## src/rtl/soc_system_pio_pkg.sv

```systemverilog
// Shared constants for the PIO event-capture block: register addresses,
// edge-mode encodings and bit positions inside ctrl and fifo_status.
package soc_system_pio_pkg;

  localparam logic [2:0] ADDR_DATA        = 3'd0;
  localparam logic [2:0] ADDR_CTRL        = 3'd1;
  localparam logic [2:0] ADDR_IRQ_MASK    = 3'd2;
  localparam logic [2:0] ADDR_EDGE_CAP    = 3'd3;
  localparam logic [2:0] ADDR_FIFO_DATA   = 3'd4;
  localparam logic [2:0] ADDR_FIFO_STATUS = 3'd5;

  typedef enum logic [1:0] {
    MODE_RISE  = 2'b00,
    MODE_FALL  = 2'b01,
    MODE_ANY   = 2'b10,
    MODE_LEVEL = 2'b11
  } edge_mode_e;

  localparam int CTRL_FIFO_EN_BIT     = 2;
  localparam int CTRL_FIFO_IRQ_EN_BIT = 3;

  localparam int STAT_EMPTY_BIT = 16;
  localparam int STAT_FULL_BIT  = 17;
  localparam int STAT_OVF_BIT   = 31;

endpackage

```

## src/rtl/soc_system_pio_sync_fifo.sv

```systemverilog
// Single-clock snapshot FIFO with power-of-two depth; pointers wrap naturally
// and the count carries one extra bit so full and empty are distinguishable.
module soc_system_pio_sync_fifo #(
  parameter int WIDTH = 32,
  parameter int DEPTH = 16
) (
  input  logic                     i_clk,
  input  logic                     i_rst_n,
  input  logic                     i_push,
  input  logic [WIDTH-1:0]         i_wdata,
  input  logic                     i_pop,
  output logic [WIDTH-1:0]         o_rdata,
  output logic                     o_full,
  output logic                     o_empty,
  output logic [$clog2(DEPTH):0]   o_count
);

  localparam int PW = $clog2(DEPTH);
  localparam int CW = PW + 1;
  localparam logic [PW-1:0] PTR_ONE    = 1;
  localparam logic [CW-1:0] CNT_ONE    = 1;
  localparam logic [CW-1:0] FULL_COUNT = CW'(DEPTH);

  logic [WIDTH-1:0] r_mem [DEPTH];
  logic [PW-1:0]    r_wr_ptr;
  logic [PW-1:0]    r_rd_ptr;
  logic [CW-1:0]    r_count;
  logic             w_do_push;
  logic             w_do_pop;

  // Handshake: a push is taken when i_push is high and there is room (or a pop
  // frees a slot in the same cycle); a pop is taken when i_pop is high and the
  // FIFO is non-empty. Requests that are not taken have no effect.
  assign w_do_pop  = i_pop & ~o_empty;
  assign w_do_push = i_push & (~o_full | w_do_pop);

  always_ff @(posedge i_clk) begin
    if (w_do_push) r_mem[r_wr_ptr] <= i_wdata;
  end

  always_ff @(posedge i_clk or negedge i_rst_n) begin
    if (!i_rst_n) begin
      r_wr_ptr <= '0;
      r_rd_ptr <= '0;
      r_count  <= '0;
    end else begin
      if (w_do_push) r_wr_ptr <= r_wr_ptr + PTR_ONE;
      if (w_do_pop)  r_rd_ptr <= r_rd_ptr + PTR_ONE;
      case ({w_do_push, w_do_pop})
        2'b10:   r_count <= r_count + CNT_ONE;
        2'b01:   r_count <= r_count - CNT_ONE;
        default: r_count <= r_count;
      endcase
    end
  end

  assign o_rdata = r_mem[r_rd_ptr];
  assign o_full  = (r_count == FULL_COUNT);
  assign o_empty = (r_count == '0);
  assign o_count = r_count;

endmodule

```

## src/rtl/soc_system_pio_event_capture.sv

```systemverilog
// Avalon-MM PIO input port with synchronised edge/level event capture,
// W1C edge register, level interrupt and a snapshot FIFO of masked events.
module soc_system_pio_event_capture
  import soc_system_pio_pkg::*;
#(
  parameter int WIDTH       = 32,
  parameter int SYNC_STAGES = 2,
  parameter int FIFO_DEPTH  = 16
) (
  input  logic             clk,
  input  logic             reset_n,
  input  logic [2:0]       address,
  input  logic             chipselect,
  input  logic             read_n,
  input  logic             write_n,
  input  logic [31:0]      writedata,
  output logic [31:0]      readdata,
  input  logic [WIDTH-1:0] in_port,
  output logic             irq
);

  localparam int CW = $clog2(FIFO_DEPTH) + 1;
  localparam logic [2:0] SETTLE = 3'(SYNC_STAGES + 1);

  logic [WIDTH-1:0] r_sync [SYNC_STAGES];
  logic [WIDTH-1:0] r_prev;
  logic [WIDTH-1:0] r_irq_mask;
  logic [WIDTH-1:0] r_edge_cap;
  logic [3:0]       r_ctrl;
  logic [2:0]       r_settle;
  logic             r_ovf;
  logic [31:0]      r_readdata;

  logic             w_rd;
  logic             w_wr;
  logic [WIDTH-1:0] w_sync_out;
  logic [WIDTH-1:0] w_detect;
  logic [WIDTH-1:0] w_clr;
  logic             w_push;
  logic             w_pop;
  logic             w_drop;
  logic             w_ovf_clr;
  logic             w_full;
  logic             w_empty;
  logic [CW-1:0]    w_count;
  logic [WIDTH-1:0] w_fifo_rdata;
  logic [31:0]      w_rd_mux;
  edge_mode_e       w_mode;

  assign w_rd       = chipselect & ~read_n;
  assign w_wr       = chipselect & ~write_n;
  assign w_sync_out = r_sync[SYNC_STAGES-1];
  assign w_mode     = edge_mode_e'(r_ctrl[1:0]);

  // Detection stays off until the chain and prev have both refilled after reset,
  // so inputs already high at reset release never look like a rising edge.
  always_comb begin
    w_detect = '0;
    if (r_settle == SETTLE) begin
      case (w_mode)
        MODE_RISE:  w_detect = w_sync_out & ~r_prev;
        MODE_FALL:  w_detect = ~w_sync_out & r_prev;
        MODE_ANY:   w_detect = w_sync_out ^ r_prev;
        MODE_LEVEL: w_detect = w_sync_out;
        default:    w_detect = '0;
      endcase
    end
  end

  assign w_clr     = (w_wr && address == ADDR_EDGE_CAP) ? writedata[WIDTH-1:0] : '0;
  assign w_push    = r_ctrl[CTRL_FIFO_EN_BIT] & (|(w_detect & r_irq_mask));
  assign w_pop     = w_rd && (address == ADDR_FIFO_DATA) && !w_empty;
  assign w_drop    = w_push & w_full & ~w_pop;
  assign w_ovf_clr = w_wr && (address == ADDR_FIFO_STATUS) && writedata[STAT_OVF_BIT];

  soc_system_pio_sync_fifo #(
    .WIDTH (WIDTH),
    .DEPTH (FIFO_DEPTH)
  ) u_fifo (
    .i_clk   (clk),
    .i_rst_n (reset_n),
    .i_push  (w_push),
    .i_wdata (w_sync_out),
    .i_pop   (w_pop),
    .o_rdata (w_fifo_rdata),
    .o_full  (w_full),
    .o_empty (w_empty),
    .o_count (w_count)
  );

  always_comb begin
    w_rd_mux = '0;
    case (address)
      ADDR_DATA:        w_rd_mux[WIDTH-1:0] = w_sync_out;
      ADDR_CTRL:        w_rd_mux[3:0]       = r_ctrl;
      ADDR_IRQ_MASK:    w_rd_mux[WIDTH-1:0] = r_irq_mask;
      ADDR_EDGE_CAP:    w_rd_mux[WIDTH-1:0] = r_edge_cap;
      ADDR_FIFO_DATA:   if (!w_empty) w_rd_mux[WIDTH-1:0] = w_fifo_rdata;
      ADDR_FIFO_STATUS: begin
        w_rd_mux[CW-1:0]           = w_count;
        w_rd_mux[STAT_EMPTY_BIT]   = w_empty;
        w_rd_mux[STAT_FULL_BIT]    = w_full;
        w_rd_mux[STAT_OVF_BIT]     = r_ovf;
      end
      default:          w_rd_mux = '0;
    endcase
  end

  always_ff @(posedge clk or negedge reset_n) begin
    if (!reset_n) begin
      for (int i = 0; i < SYNC_STAGES; i++) r_sync[i] <= '0;
      r_prev     <= '0;
      r_irq_mask <= '0;
      r_edge_cap <= '0;
      r_ctrl     <= '0;
      r_settle   <= '0;
      r_ovf      <= 1'b0;
      r_readdata <= '0;
    end else begin
      r_sync[0] <= in_port;
      for (int i = 1; i < SYNC_STAGES; i++) r_sync[i] <= r_sync[i-1];
      r_prev <= w_sync_out;
      if (r_settle != SETTLE) r_settle <= r_settle + 3'd1;
      // A detect in the same cycle as a W1C clear keeps the bit set.
      r_edge_cap <= (r_edge_cap & ~w_clr) | w_detect;
      if (w_wr && address == ADDR_CTRL)     r_ctrl     <= writedata[3:0];
      if (w_wr && address == ADDR_IRQ_MASK) r_irq_mask <= writedata[WIDTH-1:0];
      if (w_drop)         r_ovf <= 1'b1;
      else if (w_ovf_clr) r_ovf <= 1'b0;
      r_readdata <= w_rd ? w_rd_mux : '0;
    end
  end

  assign readdata = r_readdata;
  assign irq      = (|(r_edge_cap & r_irq_mask)) | (r_ctrl[CTRL_FIFO_IRQ_EN_BIT] & ~w_empty);

endmodule

```

## config.mk

```make
export PLATFORM = sky130hd
export DESIGN_NAME = soc_system_pio_event_capture
export DESIGN_NICKNAME = d
export VERILOG_FILES = /design/src/rtl/soc_system_pio_pkg.sv /design/src/rtl/soc_system_pio_sync_fifo.sv /design/src/rtl/soc_system_pio_event_capture.sv
export SDC_FILE = /design/constraint.sdc
export NUM_CORES = 1
export LEC_CHECK = 0
export BUFFER_PORTS_ARGS = -buffer_cell sky130_fd_sc_hd__buf_2
export CORE_ASPECT_RATIO = 1.1
export CORE_MARGIN = 4
export CORE_UTILIZATION = 50
export CTS_CLUSTER_DIAMETER = 80
export DETAILED_ROUTE_END_ITERATION = 16
export PLACE_DENSITY = 0.64
export SYNTH_ARGS = -nofsm -noshare
export SYNTH_HDL_FRONTEND = slang
export SYNTH_SLANG_ARGS = --single-unit
```

## constraint.sdc

```tcl
create_clock -name clk -period 19.1 [get_ports clk]
set_clock_uncertainty 0.05 [all_clocks]
set_input_delay 3.82 -clock clk [delete_from_list [all_inputs] [get_ports clk]]
set_output_delay 3.82 -clock clk [all_outputs]
set_load 0.02 [all_outputs]
```

* Word-level counts from Yosys, hierarchy flattened
Memory sizes are Yosys's and may differ from the RTL's.
Index checks and enable logic that the tools add are counted.
** Storage, ports and cells
- Bits in registers :: 213
- Bits in latches :: 0
- Bits in writable memories :: 512
- Bits in read-only memories :: 0
- Input port bits :: 72
- Output and inout port bits :: 33
- Word-level logic and storage cells :: 87
- Memories :: 1
** Memories
- u_fifo.r_mem :: depth 16, width 32, read ports 1, clocked after Yosys merged registers in 0, write ports 1, line soc_system_pio_sync_fifo.sv:24 : logic [WIDTH-1:0] r_mem [DEPTH];
** Cells by class
- Add/subtract/negate cells :: 5
- $mul :: 0
- Divide/modulo/power cells :: 0
- Magnitude comparators :: 0
- Eq/ne operators :: 13
- Shift operators :: 0
- Multiplexer cells :: 16
- Bitwise operators :: 25
- Reduce and logical (&&, ||, !) cells :: 15
** Operators with widths (count)
- AND 32 bit :: 5
- two-way mux 32 bit :: 4
- one-hot mux 32 bit (4 select lines) :: 1
- NOT 32 bit :: 3
- OR reduction 32 bit :: 2
- one-hot mux 13 bit (4 select lines) :: 1
- one-hot mux 11 bit (4 select lines) :: 1
- bitwise OR 32 bit :: 1
- bitwise XOR 32 bit :: 1
- one-hot mux 4 bit (6 select lines) :: 1
- one-hot mux 1 bit (5 select lines) :: 2
- one-hot mux 2 bit (5 select lines) :: 1
- one-hot mux 5 bit (2 select lines) :: 1
- equality test 3 x 2 -> 1 bit (second input constant) :: 3
- adder 4 x 1 -> 4 bit (second input constant) :: 2
- AND 1 bit :: 8
- logical AND 1 bit :: 7
- equality test 2 bit (second input constant) :: 3
- equality test 3 bit (second input constant) :: 2
- adder 5 x 1 -> 5 bit (second input constant) :: 1
- equality test 5 bit (second input constant) :: 1
- logical NOT 5 bit :: 1
- NOT 1 bit :: 5
- subtractor 5 x 1 -> 5 bit (second input constant) :: 1
- other kinds (10) :: 16

* Depth between registers and ports, before layout
- Word-level depth :: 10
- Depth in mapped cells :: 19
- Depth with buffers taken out :: 17

* Hierarchy
Synthesis repeated with hierarchy kept, for this count alone.
** Second synthesis, totals
- Cell total of the unflattened synthesis :: 1769
- Area total of the unflattened synthesis :: 29963.7 sq um
** By module, submodules not included
- soc_system_pio_sync_fifo :: instances 1, cells an instance 891, area each 20071.8 sq um, seq. area each 15700.1 sq um
- soc_system_pio_event_capture :: instances 1, cells an instance 878, area each 9892.0 sq um, seq. area each 5004.8 sq um

* Least setup slack after synthesis
No wires, ideal clock.
- Kind :: input to register
- Start point :: input port address[1]
- End point :: memory u_fifo.r_mem[1][0] (enable)
- Library setup time :: 0.513 ns
- Data arrival time :: 8.498 ns
- Setup slack :: 10.039 ns
- Stages on the path :: 9
- Path buffers :: 3
- Cell sequence :: nor2_1 > and3_1 > clkbuf_1 > and2_1 > clkbuf_1 > nor2_1 > a211o_1 > buf_2 > nor4b_1
** Between the ends
- Longest elaborated chain between the ends :: 8
** RTL lines
- start: declaration :: line soc_system_pio_event_capture.sv:12 : input logic [2:0] address,
- equality test 3 bit :: line soc_system_pio_event_capture.sv:72 : assign w_pop = w_rd && (address == ADDR_FIFO_DATA) && !w_empty;
- logical AND 1 bit (2 in a row) :: line soc_system_pio_event_capture.sv:72
- AND 1 bit :: line soc_system_pio_sync_fifo.sv:34 : assign w_do_pop = i_pop & ~o_empty;
- bitwise OR 1 bit :: line soc_system_pio_sync_fifo.sv:35 : assign w_do_push = i_push & (~o_full | w_do_pop);
- AND 1 bit :: line soc_system_pio_sync_fifo.sv:35
- two-way mux 1 bit :: line soc_system_pio_sync_fifo.sv:38 : if (w_do_push) r_mem[r_wr_ptr] <= i_wdata;
- two-way mux 1 bit (implied by the code) :: line soc_system_pio_sync_fifo.sv:38
- end: declaration :: line soc_system_pio_sync_fifo.sv:24
Every way passes these cells.

* Final worst setup path
- Start point :: input port address[2]
- End point :: memory u_fifo.r_mem[11][13] (enable)
The elaborated chain is that of the path after synthesis.

==> run_results.csv <==
group,metric,value,unit
worst_setup_path,reg2reg_depth,18,
timing,max_freq,142,MHz
worst_setup_path,path_buf_inv,2,
floorplan,die_area,0.0636,mm²
synth,ys_seq_area_share,69.5,%
synth,yosys_warnings,0,
worst_setup_path,critPathMaxStageDelay,890,ps
synth,synth_area_leader_cell,"edfxtp_1",
power_and_ir_drop,power_density,132,mW/mm²
synth,synthCells,1689,
floorplan,core,0.0588,mm²
worst_setup_path,worstSetupPathType,"in2reg",
clock_network,postCtsSetupRepairBufs,0,
floorplan,initial_core_util,50.7,%
synth,synth_area,0.0298,mm²
timing,grt_setup_unrepaired,"false",
run_status,status,"complete, no violations",
worst_setup_path,cpMaxStageDelayCell,"and3_2",
cells_and_area,seqCellArea,0.0207,mm²
min_path,min_path_type,"reg2reg",
clock_network,ctsResizeCount,0,
power_and_ir_drop,total_leakage_power,12.3,nW
cells_and_area,fin_nets,1966,
cells_and_area,diodes,0,
run,drv_cap,0,
synth,synthTopCellsByArea,"edfxtp_1, dfrtp_1, mux4_2",
clock_network,cts_htree_levels,3,
synth,synth_top_cell_area_share,51.6,%
floorplan,rows,93,
global_route,globalRouteTotalUtil,23.7,%
global_route,grt_pass1_wl,109,mm
cells_and_area,fin_util,57.8,%
timing,worst_pin_slew,1130,ps
cells_and_area,multi_input_area,0.00848,mm²
power_and_ir_drop,finalPower,4.48,mW
worst_setup_path,cp_max_fo,38,
drt,ant_nets,0,
global_route,grt_use_met2,39.5,%
drt,dr.pass1.iters,5,
worst_setup_path,cp_top_family,"simple AND/OR/NAND/NOR gates",
power_and_ir_drop,vdd_drop_max,0.0783,mV
placed_design,dpl.hpwl,48.5,mm
synth,synth_cell_types,61,
drt,dr_total_vias,15772,
power_and_ir_drop,swShare,28.3,%
placed_design,gp_congestion,0.848,
drt,drc,0,
min_path,hold-path-endpoint,"w_sync_out[26]",
global_route,overflow,0,
timing,slew_viol_final,0,
global_route,use_met1,32.9,%
power_and_ir_drop,p_clk_share,34.4,%
floorplan,fp.dieH,264,µm
worst_setup_path,cp_cell_sequence,"buf_2 -> and3_2 -> and2_1 -> nor2_1 -> a211o_1 -> buf_4 -> nor2_4",
worst_setup_path,endpoint_kind,"flip-flop",
global_route,grt_use_met3,3.05,%
worst_setup_path,reg2reg_from,"r_settle[0]",
clock_network,cts_tree,"built",
worst_setup_path,crit_required,19270,ps
drt,routedWlPerCell,28.1,µm
synth,synth_edf_count,512,
cells_and_area,fill_cells,4328,
global_route,grt_pass1_vias,16024,
power_and_ir_drop,comb_power_share,21.9,%
timing,finalWorstPathRequiredPeriod,7050,ps
min_path,worstHoldStart,"r_sync[58]",
clock_network,cts_hold_buf,0,
drt,drtIter0Drc,1424,
worst_setup_path,setup.worst_path.start_class,"input port",
cells_and_area,area_delta_synth_final,14.0,%
power_and_ir_drop,switching_power,1.27,mW
power_and_ir_drop,p_int,3.21,mW
timing,hold_viol,0,
worst_setup_path,crit_arrival,7220,ps
placed_design,port_buffers,104,
worst_setup_path,r2r-end,"u_fifo.o_count[4]",
timing,fin_tns_setup,0,ps
synth,syn_nets,1836,
global_route,grt_antenna_before_repair,2,
clock_network,numClockSinks,725,
clock_network,worstSkewPairLatency,620,ps
timing,final-setup-viol-count,0,
clock_network,root_buffer,"clkbuf_16",
synth,postSynthAreaPerCell,17.6,µm²
timing,post-route-period-util,36.9,%
synth,async_flop_share,29.4,%
floorplan,ios,105,
global_route,grt_max_degree,96,
global_route,grt.busiest_layer,"met2",
min_path,min_path_cells,0,
worst_setup_path,rrSetupSlack,13790,ps
clock_network,clk_path_buf_depth,3,
clock_network,path_clk_slew,60,ps
synth,ys.flop_type,"edfxtp_1",
drt,via_per_inst,5.97,
timing,slew_headroom,24.3,%
drt,wirelength,74.2,mm
clock_network,numCtsBuffers,76,
synth,ys_ff_latch,725,
cells_and_area,drive_gt1_share,28.3,%
power_and_ir_drop,seqPwrFrac,43.7,%
floorplan,die_w,241,µm
[stage by stage]
stage                     hold WS (ps)  worst slack (ps)  std cells  cell area, µm²
after floorplan                    281             10040       1689           29800
after global placement             282             11450       2501           31300
after detailed placement           285             11380       2501           31300
after CTS                          294             12010       2641           34000
after global routing               305             11800       2641           34000
final                              294             12050       2641           34000
[power groups by stage]
stage / Sequential (mW) / Clock [mW] / Combinational, mW
global route: 1.98 / 1.64 / 1.04
global placement: 1.99 / 0 / 0.991
finish: 1.96 / 1.54 / 0.980
detailed placement: 1.99 / 0 / 0.998
floorplan: 1.92 / 0 / 0.721
CTS: 1.96 / 1.57 / 1.00
[layer usage]
metal	wire, µm	vias up
met5	13	-
met2	38000	460
met3	3410	109
met1	30500	8381
met4	2170	2
li1	-	6820
[registers in the layout, summed over array words and instances, names as in the netlist]
signal,cells
r_sync,32
r_edge_cap,32
r_ctrl,4
u_fifo.r_wr_ptr,4
u_fifo.o_count,5
w_sync_out,32
r_prev,32
u_fifo.r_rd_ptr,4
r_irq_mask,32
r_ovf,1
u_fifo.r_mem,512
r_settle,3
readdata,32
[layout by cell type, fill, tap and decap left out, types with 4 or more instances in the layout]
cell type and count:
buf_2 103, clkinv_1 5, nand2_1 87, nor2_4 9, inv_1 86, clkinv_2 10
mux4_2 169, clkbuf_1 16, clkbuf_16 79, o2111ai_1 5, o221ai_1 4, o21ai_0 17
nor2_1 81, a22oi_1 46, buf_4 41, a21oi_1 30, a22o_1 9, nand3_1 19
mux2i_1 26, clkinv_4 7, bufinv_16 10, a221oi_1 7, o32ai_1 22, nand2b_1 6
xnor2_1 7, nand4_1 7, ha_1 74, nor2b_1 8, a21o_1 17, mux2_2 65
and2_1 19, clkbuf_8 6, edfxtp_1 512, nand3b_1 4, dfrtp_1 208
[synth_stat cells, types with 2 or more instances]
library cell and n:
inv_1 86, buf_2 14, nand2b_1 6, nor3_1 4
mux2i_1 26, nand3b_1 4, a221oi_1 7, a21oi_1 30
o2111ai_1 5, nand3_1 19, xor2_1 2, and3_1 2
edfxtp_1 512, nor2_1 91, nand2_1 87, buf_6 3
a211o_1 2, nor2b_1 8, nand4_1 7, o21ai_0 17
a21o_1 17, o32ai_1 22, a22o_1 9, clkbuf_1 58
and2_0 2, mux2_2 65, o22ai_1 3, nor4b_1 3
a22oi_1 46, xnor2_1 7, ha_1 74, o221ai_1 4
buf_1 16, o2111a_1 2, a31oi_1 2, buf_4 2
nor4_1 3, and2_1 19, mux4_2 169, dfrtp_1 213
[cell families (layout without fill, tap and decap cells)]
family / count (synthesis) / count (layout) / synth area share (%)
compound gates: 180 / 180 / 4.51
xor+xnor: 9 / 9 / 0.265
fa+ha+maj: 75 / 75 / 3.17
buf+inv: 180 / 372 / 2.43
flops: 725 / 725 / 69.5
mux: 261 / 261 / 16.2
simple gates: 259 / 259 / 3.97
[area by class of cell]
class                      instances  share of cell area (%)
inverter                          86                   0.951
tap                              760                    2.80
timing repair buffer             146                    2.53
clock buffer                     101                    6.24
multi-input combinational        784                    25.0
clock inverter                    39                    1.49
sequential                       725                    61.0
[worst max path at each step]
stage,slack (ps),end,cells after the start,from
2_1_floorplan,10040,u_fifo.r_mem[1][0],9,address[1]
5_1_grt,11800,u_fifo.r_mem[15][4],7,address[2]
4_1_cts,12010,u_fifo.r_mem[9][5],7,address[2]
3_5_place_dp,11380,u_fifo.r_mem[9][0],7,address[2]
3_3_place_gp,11450,u_fifo.r_mem[9][20],7,address[2]
6_report,12050,u_fifo.r_mem[11][13],7,address[2]
Note: power is estimated with default switching activity, not from simulation.
